### src/rtl/mem_port_arbiter.sv
// mem_port_arbiter: shares one burst-oriented memory port between the I-cache
// line fill, D-cache line fill and D-cache line writeback request ports.
// Each grant runs a command phase, then a BURST_LEN-beat data phase, and only
// one transaction is ever outstanding.
// Build option: define ARB_ROUND_ROBIN_EN to replace the fixed
// dc_wr > dc_rd > ic priority with a rotating grant pointer.
module mem_port_arbiter #(
    parameter int ADDR_WIDTH = 26,
    parameter int DATA_WIDTH = 32,
    parameter int BURST_LEN  = 4
) (
    input  logic                  clk,
    input  logic                  rst_n,
    input  logic                  ic_req_valid,
    input  logic [ADDR_WIDTH-1:0] ic_req_addr,
    output logic                  ic_req_ready,
    output logic [DATA_WIDTH-1:0] ic_rdata,
    output logic                  ic_rdata_valid,
    input  logic                  dc_rd_req_valid,
    input  logic [ADDR_WIDTH-1:0] dc_rd_req_addr,
    output logic                  dc_rd_req_ready,
    output logic [DATA_WIDTH-1:0] dc_rdata,
    output logic                  dc_rdata_valid,
    input  logic                  dc_wr_req_valid,
    input  logic [ADDR_WIDTH-1:0] dc_wr_req_addr,
    output logic                  dc_wr_req_ready,
    input  logic [DATA_WIDTH-1:0] dc_wr_data,
    input  logic                  dc_wr_data_valid,
    output logic                  dc_wr_data_ready,
    output logic                  mem_cmd_valid,
    input  logic                  mem_cmd_ready,
    output logic                  mem_cmd_write,
    output logic [ADDR_WIDTH-1:0] mem_cmd_addr,
    output logic [DATA_WIDTH-1:0] mem_wdata,
    output logic                  mem_wdata_valid,
    input  logic                  mem_wdata_ready,
    input  logic [DATA_WIDTH-1:0] mem_rdata,
    input  logic                  mem_rdata_valid
);

    localparam int CNT_W       = $clog2(BURST_LEN) + 1;
    localparam int LINE_OFFS_W = $clog2((DATA_WIDTH / 8) * BURST_LEN);
    localparam logic [CNT_W-1:0]      LAST_BEAT = CNT_W'(BURST_LEN - 1);
    localparam logic [ADDR_WIDTH-1:0] LINE_MASK = ~(ADDR_WIDTH'((1 << LINE_OFFS_W) - 1));

    typedef enum logic [1:0] {
        IDLE     = 2'd0,
        CMD      = 2'd1,
        RD_BURST = 2'd2,
        WR_BURST = 2'd3
    } state_t;

    typedef enum logic {
        OWN_IC = 1'b0,
        OWN_DC = 1'b1
    } owner_t;

    state_t                state_q, state_d;
    owner_t                owner_q, owner_d;
    logic                  cmd_write_q, cmd_write_d;
    logic [ADDR_WIDTH-1:0] cmd_addr_q, cmd_addr_d;
    logic [CNT_W-1:0]      cnt_q, cnt_d;

    // One-hot grant: bit 0 = dc_wr, bit 1 = dc_rd, bit 2 = ic.
    logic [2:0]            gnt;
    logic [ADDR_WIDTH-1:0] sel_addr;

`ifdef ARB_ROUND_ROBIN_EN
    // Pointer names the requester checked first: 0 = dc_wr, 1 = dc_rd, 2 = ic.
    logic [1:0] rr_q, rr_d;

    // Pick the first valid requester at or after the rotating pointer.
    always_comb begin
        gnt = 3'b000;
        if (rst_n && state_q == IDLE) begin
            case (rr_q)
                2'd1: begin
                    if (dc_rd_req_valid)      gnt = 3'b010;
                    else if (ic_req_valid)    gnt = 3'b100;
                    else if (dc_wr_req_valid) gnt = 3'b001;
                end
                2'd2: begin
                    if (ic_req_valid)         gnt = 3'b100;
                    else if (dc_wr_req_valid) gnt = 3'b001;
                    else if (dc_rd_req_valid) gnt = 3'b010;
                end
                default: begin
                    if (dc_wr_req_valid)      gnt = 3'b001;
                    else if (dc_rd_req_valid) gnt = 3'b010;
                    else if (ic_req_valid)    gnt = 3'b100;
                end
            endcase
        end
    end

    // Advance the pointer to the requester following the winner.
    always_comb begin
        rr_d = rr_q;
        if (gnt[0])      rr_d = 2'd1;
        else if (gnt[1]) rr_d = 2'd2;
        else if (gnt[2]) rr_d = 2'd0;
    end

    // Pointer register, restarting at dc_wr.
    always_ff @(posedge clk or negedge rst_n) begin
        if (!rst_n) rr_q <= 2'd0;
        else        rr_q <= rr_d;
    end
`else
    // Fixed priority: writeback first, then D-cache fill, then I-cache fill.
    always_comb begin
        gnt = 3'b000;
        if (rst_n && state_q == IDLE) begin
            if (dc_wr_req_valid)      gnt = 3'b001;
            else if (dc_rd_req_valid) gnt = 3'b010;
            else if (ic_req_valid)    gnt = 3'b100;
        end
    end
`endif

    // Address of the winning requester, before line alignment.
    always_comb begin
        sel_addr = ic_req_addr;
        if (gnt[0])      sel_addr = dc_wr_req_addr;
        else if (gnt[1]) sel_addr = dc_rd_req_addr;
    end

    // Transaction sequencing and routing of command, read and write beats.
    always_comb begin
        state_d          = state_q;
        owner_d          = owner_q;
        cmd_write_d      = cmd_write_q;
        cmd_addr_d       = cmd_addr_q;
        cnt_d            = cnt_q;
        ic_req_ready     = gnt[2];
        dc_rd_req_ready  = gnt[1];
        dc_wr_req_ready  = gnt[0];
        ic_rdata         = '0;
        ic_rdata_valid   = 1'b0;
        dc_rdata         = '0;
        dc_rdata_valid   = 1'b0;
        dc_wr_data_ready = 1'b0;
        mem_cmd_valid    = 1'b0;
        mem_cmd_write    = 1'b0;
        mem_cmd_addr     = '0;
        mem_wdata        = '0;
        mem_wdata_valid  = 1'b0;
        unique case (state_q)
            IDLE: begin
                if (|gnt) begin
                    state_d     = CMD;
                    cmd_write_d = gnt[0];
                    owner_d     = gnt[2] ? OWN_IC : OWN_DC;
                    cmd_addr_d  = sel_addr & LINE_MASK;
                end
            end
            CMD: begin
                mem_cmd_valid = 1'b1;
                mem_cmd_write = cmd_write_q;
                mem_cmd_addr  = cmd_addr_q;
                if (mem_cmd_ready) begin
                    state_d = cmd_write_q ? WR_BURST : RD_BURST;
                    cnt_d   = '0;
                end
            end
            RD_BURST: begin
                if (owner_q == OWN_IC) begin
                    ic_rdata       = mem_rdata;
                    ic_rdata_valid = mem_rdata_valid;
                end else begin
                    dc_rdata       = mem_rdata;
                    dc_rdata_valid = mem_rdata_valid;
                end
                if (mem_rdata_valid) begin
                    cnt_d = cnt_q + 1'b1;
                    if (cnt_q == LAST_BEAT) state_d = IDLE;
                end
            end
            WR_BURST: begin
                mem_wdata        = dc_wr_data;
                mem_wdata_valid  = dc_wr_data_valid;
                dc_wr_data_ready = mem_wdata_ready;
                if (dc_wr_data_valid && mem_wdata_ready) begin
                    cnt_d = cnt_q + 1'b1;
                    if (cnt_q == LAST_BEAT) state_d = IDLE;
                end
            end
        endcase
    end

    // State and transaction registers; reset abandons any in-flight burst.
    always_ff @(posedge clk or negedge rst_n) begin
        if (!rst_n) begin
            state_q     <= IDLE;
            owner_q     <= OWN_IC;
            cmd_write_q <= 1'b0;
            cmd_addr_q  <= '0;
            cnt_q       <= '0;
        end else begin
            state_q     <= state_d;
            owner_q     <= owner_d;
            cmd_write_q <= cmd_write_d;
            cmd_addr_q  <= cmd_addr_d;
            cnt_q       <= cnt_d;
        end
    end

    // Memory must never return read beats unless a read burst is open.
    assert property (@(posedge clk) disable iff (!rst_n)
                     !(mem_rdata_valid && state_q != RD_BURST));

endmodule

### config.mk
export PLATFORM = sky130hd
export DESIGN_NAME = mem_port_arbiter
export DESIGN_NICKNAME = d
export VERILOG_FILES = /design/src/rtl/mem_port_arbiter.sv
export SDC_FILE = /design/constraint.sdc
export NUM_CORES = 1
export LEC_CHECK = 0
export CORE_AREA = 2 2 110 112
export CTS_CLUSTER_SIZE = 14
export DETAILED_ROUTE_END_ITERATION = 12
export DIE_AREA = 0 0 112 114
export GPL_TIMING_DRIVEN = 1
export PLACE_DENSITY = 0.67
export SYNTH_ARGS = -nofsm -noshare
export SYNTH_HDL_FRONTEND = slang
export SYNTH_SLANG_ARGS = --single-unit
### constraint.sdc
create_clock -name clk -period 1.92 [get_ports clk]
set_clock_uncertainty 0.1 [all_clocks]
set_input_delay 0.384 -clock clk [delete_from_list [all_inputs] [get_ports clk]]
set_output_delay 0.384 -clock clk [all_outputs]
set_load 0.01 [all_outputs]
==> results of run 1 <==
cell type report:
| type | count | area share |
|---|---|---|
| clock buffers | 6 | 0.0209 |
| clock inverters | 2 | 0.00162 |
| inverters | 3 | 0.00182 |
| multi-input cells | 278 | 0.312 |
| flip-flops and latches | 29 | 0.118 |
| well taps | 147 | 0.0298 |
| repair buffers | 322 | 0.516 |
registers in the layout (all words and copies together) (netlist names):
| signal | cells |
|---|---|
| owner_q | 1 |
| cmd_addr_q | 22 |
| cnt_q | 3 |
| state_q | 2 |
| cmd_write_q | 1 |
power by group through the flow:
stage | clock network, µW | registers, µW | logic [µW]
6_report | 724 | 1110 | 5750
5_1_grt | 775 | 1150 | 6150
4_1_cts | 748 | 1080 | 5000
3_5_place_dp | 0 | 1110 | 4320
3_3_place_gp | 0 | 1100 | 4290
2_1_floorplan | 0 | 1050 | 1970
synthesized netlist by cell type (2+ instances only):
| master | instances | share of area |
|---|---|---|
| and2_1 | 90 | 0.22 |
| and3_1 | 34 | 0.082 |
| dfrtp_1 | 29 | 0.28 |
| nand2_1 | 28 | 0.041 |
| nand3_1 | 26 | 0.050 |
| nor3_1 | 24 | 0.046 |
| a21oi_1 | 22 | 0.043 |
| a311oi_1 | 22 | 0.075 |
| clkbuf_1 | 21 | 0.031 |
| buf_2 | 10 | 0.019 |
| buf_4 | 7 | 0.020 |
| nor2_1 | 4 | 0.0058 |
| nand4_1 | 3 | 0.0073 |
| ha_1 | 2 | 0.0097 |
| inv_1 | 2 | 0.0029 |
| nand2b_1 | 2 | 0.0048 |
| nor3b_2 | 2 | 0.0097 |
| o211ai_1 | 2 | 0.0058 |
| o21ai_0 | 2 | 0.0039 |
cell families (layout without fill, tap and decap cells):
logic type,after synthesis,in the layout,synth area share
adder cells (fa/ha/maj),2,2,0.00968
other,1,4,0.00145
flip-flops,29,29,0.281
AO/OA/AOI/OAI,52,52,0.140
buffers and inverters,42,333,0.0760
AND/OR/NAND/NOR,220,220,0.492
stage by stage:
stage | util | hold WS (ps) | total power (µW) | worst slack [ps]
final | 0.527 | 11.7 | 7590 | -146
after global routing | 0.527 | 30.9 | 8080 | -214
after CTS | 0.486 | 11.8 | 6840 | -214
after detailed placement | 0.470 | 296 | 5430 | -321
after global placement | 0.470 | 293 | 5390 | -321
after floorplan | - | -11.6 | 3020 | 70.6
what timing repair did:
item                                    in CTS  in global routing
gates resized for setup                    518                184
cloned                                       7                  4
buffers inserted                            15                  7
hold buffers                                 0                  0
endpoints found under the setup margin     128                148
pin swaps                                   17                 49
layer usage:
layer	share of wire	wire length [µm]	global-route usage
met5	0	0	0
met4	0.017	237	0.0398
met3	0.081	1150	0.0526
met2	0.52	7370	0.369
met1	0.38	5410	0.229
worst max path at each step:
| stage | to | slack, ps | cells after the start |
|---|---|---|---|
| final | dc_rdata[1] | -150 | 6 |
| after global routing | dc_rdata[23] | -210 | 6 |
| after CTS | dc_rdata[13] | -210 | 7 |
| after detailed placement | dc_wr_req_ready | -320 | 5 |
| after global placement | dc_wr_req_ready | -320 | 5 |
| after floorplan | ic_req_ready | 70 | 5 |
==> results.txt, run 1 <==
Mapped Cells = 346
Filler cell count = 1086
CP max FO = 8
Sw frac = 0.371
Leakage power = 0.00290 µW
Violated checks = negative setup slack
Pin count of the biggest net entering global routing = 45
Pwr dens = 1230 nW/µm²
Critical path capture point type = output pin
Register area = 727 µm²
Critical path launch point = state_q[0]$_DFFE_PN0P_
Fin cells = 787
Minimum clock period = 2070 ps
Synth cell types = 33
CP max stage cell = dfrtp_2
Total CTS buffers = 5
Worst-Skew Late Latency = 270 ps
Cell family with most CP delay = buffers and inverters
DRC violations left = 0
CP required = 1440 ps
CTS Buffer Depth = 2
CP startpoint kind = flip-flop
Share of cells above drive strength 1 = 0.447
Max Cap Viol = 0
Max-slew violation count = 0
Most frequent cells in the layout = 136 x clkdlybuf4s50_1, 96 x buf_6, 78 x and2_4
Worst r2r path cells = 6
CTS Sinks = 29
Die Y-Extent = 114 µm
Kind of critical path = reg2out
# rows = 40
Die area = 12800 µm²
Area after DPL = 5500 µm²
CTS H-Tree Depth = 2
Worst r2r dst = cmd_addr_q[18]$_DFFE_PN0P_
Final number of setup-violating endpoints = 94
Post-DP HPWL = 9.78 mm
Status = complete, but fails checks
IO Port Bufs = 265
RSZ-0062 raised after global routing = true
TritonCTS clock tree = built
YS warnings = 0
Core area = 11700 µm²
Path type of the worst min-delay path = in2async
Register area share after synthesis = 0.281
Drt pass-1 iters = 4
Area Growth Syn to Fin = 139%
Area of the multi-input gates = 1930 µm²
R2R setup slack = -20 ps
Reg power frac = 0.146
Vias after detailed routing = 3784
Clock Tree Root = clkbuf_16
Max IR drop VDD = 1.07 mV
Routed length per placed instance = 18.0 µm
DR vias/cell = 4.81
Final Worst Setup Slack = -146 ps
Crit-path most repeated cell = buf_6
Power share of the combinational group = 0.758
DRT iter0 DRCs = 207
Placed Instances = 752
Sw Pwr = 2810 µW
Post-synth ARST share = 1.00
Buf/Inv on CP = 4
Ys flop type = dfrtp_1
Total track usage = 0.198
Clock transition at path regs = 50 ps
Mean Syn Cell Area = 7.47 µm²
Hold Fails Final Rpt = 0
Post-route clock period utilization = 1.08
Final GP Congestion = 0.865
Yosys reg bits = 29
Worst path max stage delay = 420 ps
GR Overflow Total = 0
Commonest non-fill, non-tap cell in the layout = clkdlybuf4s50_1
Die Wd = 112 µm
Initial antenna violation count = 0
Layout Nets = 792
Routed Antenna Nets = 0
Post-synth EDFFs = 0
Clk pwr share = 0.095
Cell-internal power = 4780 µW
Drt total wl = 14.2 mm
FF-to-FF Start = state_q[1]$_DFFE_PN0P_
Starting Density = 0.221
Fmax = 484 MHz
Post-Syn Area = 2580 µm²
Vias in the first global route = 3936
Global-route wire length before repair = 20.5 mm
Final Cell Area = 6180 µm²
Data arrival time of the critical path = 1580 ps
Ports = 282
N_diodes = 0
Setup TNS = -8720 ps
Cells along the critical path = buf_6 > nor3b_4 > buf_6 > clkbuf_16 > and2_1 > buf_2
No activity file was read; power rests on OpenSTA's default activity.
==> run 2, diff against run 1 <==
Clock period 1.92 ns to 2.3 ns, I/O delays scaled along.
==> run 2 against run 1 <==
The run now ends clean. Worst hold slack gained 7.5 ps. Non-clock buffer count shrank 15. Total power shrank 31%. Register-to-register slack gained 310 ps. Routed wire length shrank 7.3%. Critical path depth is the same. Die area is the same. Critical path type unchanged. Highest routed layer unchanged.
==> results.txt, run 2 (synthesis gave the netlist of run 1 again) <==
DRT iter0 DRCs = 228
Largest regs = cmd_addr_q: 22 flops, cnt_q: 3 flops, state_q: 2 flops
Placed Instances = 748
CP required = 1740 ps
CP startpoint kind = flip-flop
Post-CTS Hold Buffers = 0
Final number of setup-violating endpoints = 0
Clock Tree Root = clkbuf_16
RSZ-0062 raised after global routing = false
IO Port Bufs = 265
Routed length per placed instance = 17.0 µm
Top sig layer = met4
DR vias/cell = 4.74
CTS Buffer Depth = 2
CP max FO = 16
Max FFs per register = 22
Die Y-Extent = 114 µm
Worst-Skew Late Latency = 270 ps
DRC violations left = 0
Leakage power = 0.00304 µW
Drt pass-1 iters = 4
TritonCTS clock tree = built
Post-DP HPWL = 9.77 mm
Max Cap Viol = 0
Kind of critical path = reg2out
CTS Sinks = 29
Pwr dens = 927 nW/µm²
Pin count of the biggest net entering global routing = 45
Hold Fails Final Rpt = 0
Cell-internal power = 3190 µW
Metal3 WL = 1.14 mm
Vias after detailed routing = 3655
Most frequent cells in the layout = 161 x clkdlybuf4s50_1, 90 x and2_1, 63 x clkbuf_2
Die Wd = 112 µm
GR Overflow Total = 0
Sw frac = 0.388
Global-route wire length before repair = 19.9 mm
Post-route clock period utilization = 0.978
Power share of the combinational group = 0.700
Fmax = 444 MHz
Total Power = 5210 µW
Detail Route met2 WL = 6.69 mm
Fin cells = 771
Share of cells above drive strength 1 = 0.196
Routed Antenna Nets = 0
Die area = 12800 µm²
Data arrival time of the critical path = 1690 ps
N_diodes = 0
Vias in the first global route = 3838
Total CTS buffers = 5
# rows = 40
Final GP Congestion = 0.832
Largest register by flop count = cmd_addr_q
Max-slew violation count = 0
Layout Nets = 777
Commonest non-fill, non-tap cell in the layout = clkdlybuf4s50_1
Area Growth Syn to Fin = 118%
Starting Density = 0.221
Core area = 11700 µm²
Critical path capture point type = output pin
Minimum clock period = 2250 ps
Max IR drop VDD = 0.640 mV
Reg power frac = 0.178
Total track usage = 0.193
DRT met1 WL = 5.19 mm
Ports = 282
CTS H-Tree Depth = 2
Drt total wl = 13.1 mm
Clock transition at path regs = 50 ps
Filler cell count = 1178
Area of the multi-input gates = 1710 µm²
Sw Pwr = 2020 µW
Status = finished, final reports clean
Path type of the worst min-delay path = in2async
Register area = 728 µm²
Clk pwr share = 0.121
Initial antenna violation count = 0
-- run 2: cell types whose count changed in the layout (fill, tap and decap cells not counted), moves of 4 or more --
cell             before  now
clkbuf_2             18   63
clkdlybuf4s15_1       0    4
buf_2                31    2
and2_1               12   90
buf_6                96    4
and2_4               78    0
clkdlybuf4s50_1     136  161
dlymetal6s2s_1        1   33
-- run 2: cell type report --
class                   instances  share of cell area
inverters                       3             0.00200
well taps                     147              0.0327
clock buffers                   7              0.0254
repair buffers                307               0.506
multi-input cells             278               0.304
flip-flops and latches         29               0.130
-- run 2: through the flow --
| step | worst slack (ps) | utilization | hold slack (ps) | setup TNS (ps) | instance area (µm²) |
|---|---|---|---|---|---|
| 2_1_floorplan | 375 | - | 64.4 | 0 | 2590 |
| 3_3_place_gp | -108 | 0.467 | 288 | -1390 | 5470 |
| 3_5_place_dp | -109 | 0.467 | 297 | -694 | 5470 |
| 4_1_cts | -181 | 0.485 | 7.69 | -5630 | 5680 |
| 5_1_grt | 0.966 | 0.480 | 28.6 | 0 | 5620 |
| 6_report | 49.5 | 0.480 | 19.2 | 0 | 5620 |
-- run 2: worst max-delay path: stages, from the launching register on --
cell and delay (ps):
dfrtp_2 440, buf_4 160, nor3_4 190, buf_12 140
buf_16 120, and2_1 120, clkdlybuf4s15_1 240
-- run 2: final timing paths --
kind	start	end	slack (ps)	cells past startpoint
worst min-delay path	rst_n	cmd_addr_q[5]$_DFFE_PN0P_	20	2
worst max-delay path	state_q[0]$_DFFE_PN0P_	ic_rdata[20]	50	6
min in group clk	cmd_write_q$_DFFE_PN0P_	cmd_write_q$_DFFE_PN0P_	420	1
max in group asynchronous	rst_n	cmd_addr_q[19]$_DFFE_PN0P_	1770	2
worst max register to register	state_q[0]$_DFFE_PN0P_	cmd_addr_q[10]$_DFFE_PN0P_	290	6
worst min register to register	cmd_write_q$_DFFE_PN0P_	cmd_write_q$_DFFE_PN0P_	420	1
-- run 2: power by group through the flow --
stage | sequential [µW] | combinational [µW] | clock [µW]
after floorplan | 878 | 1650 | 0
after global placement | 923 | 3550 | 0
after detailed placement | 937 | 3570 | 0
after CTS | 938 | 3680 | 651
after global routing | 963 | 3950 | 679
final | 930 | 3650 | 633
-- run 2: layer usage --
metal,track usage,up-vias
li1,-,1766
met1,0.230,1711
met2,0.339,168
met3,0.0563,10
met4,0.0528,0
met5,0,-
-- run 2: timing repair --
action | CTS | global route
cloned | 3 | 2
endpoints found under the setup margin | 127 | 102
resized for setup | 85 | 166
pin swaps | 1 | 1
buffers inserted | 5 | 6
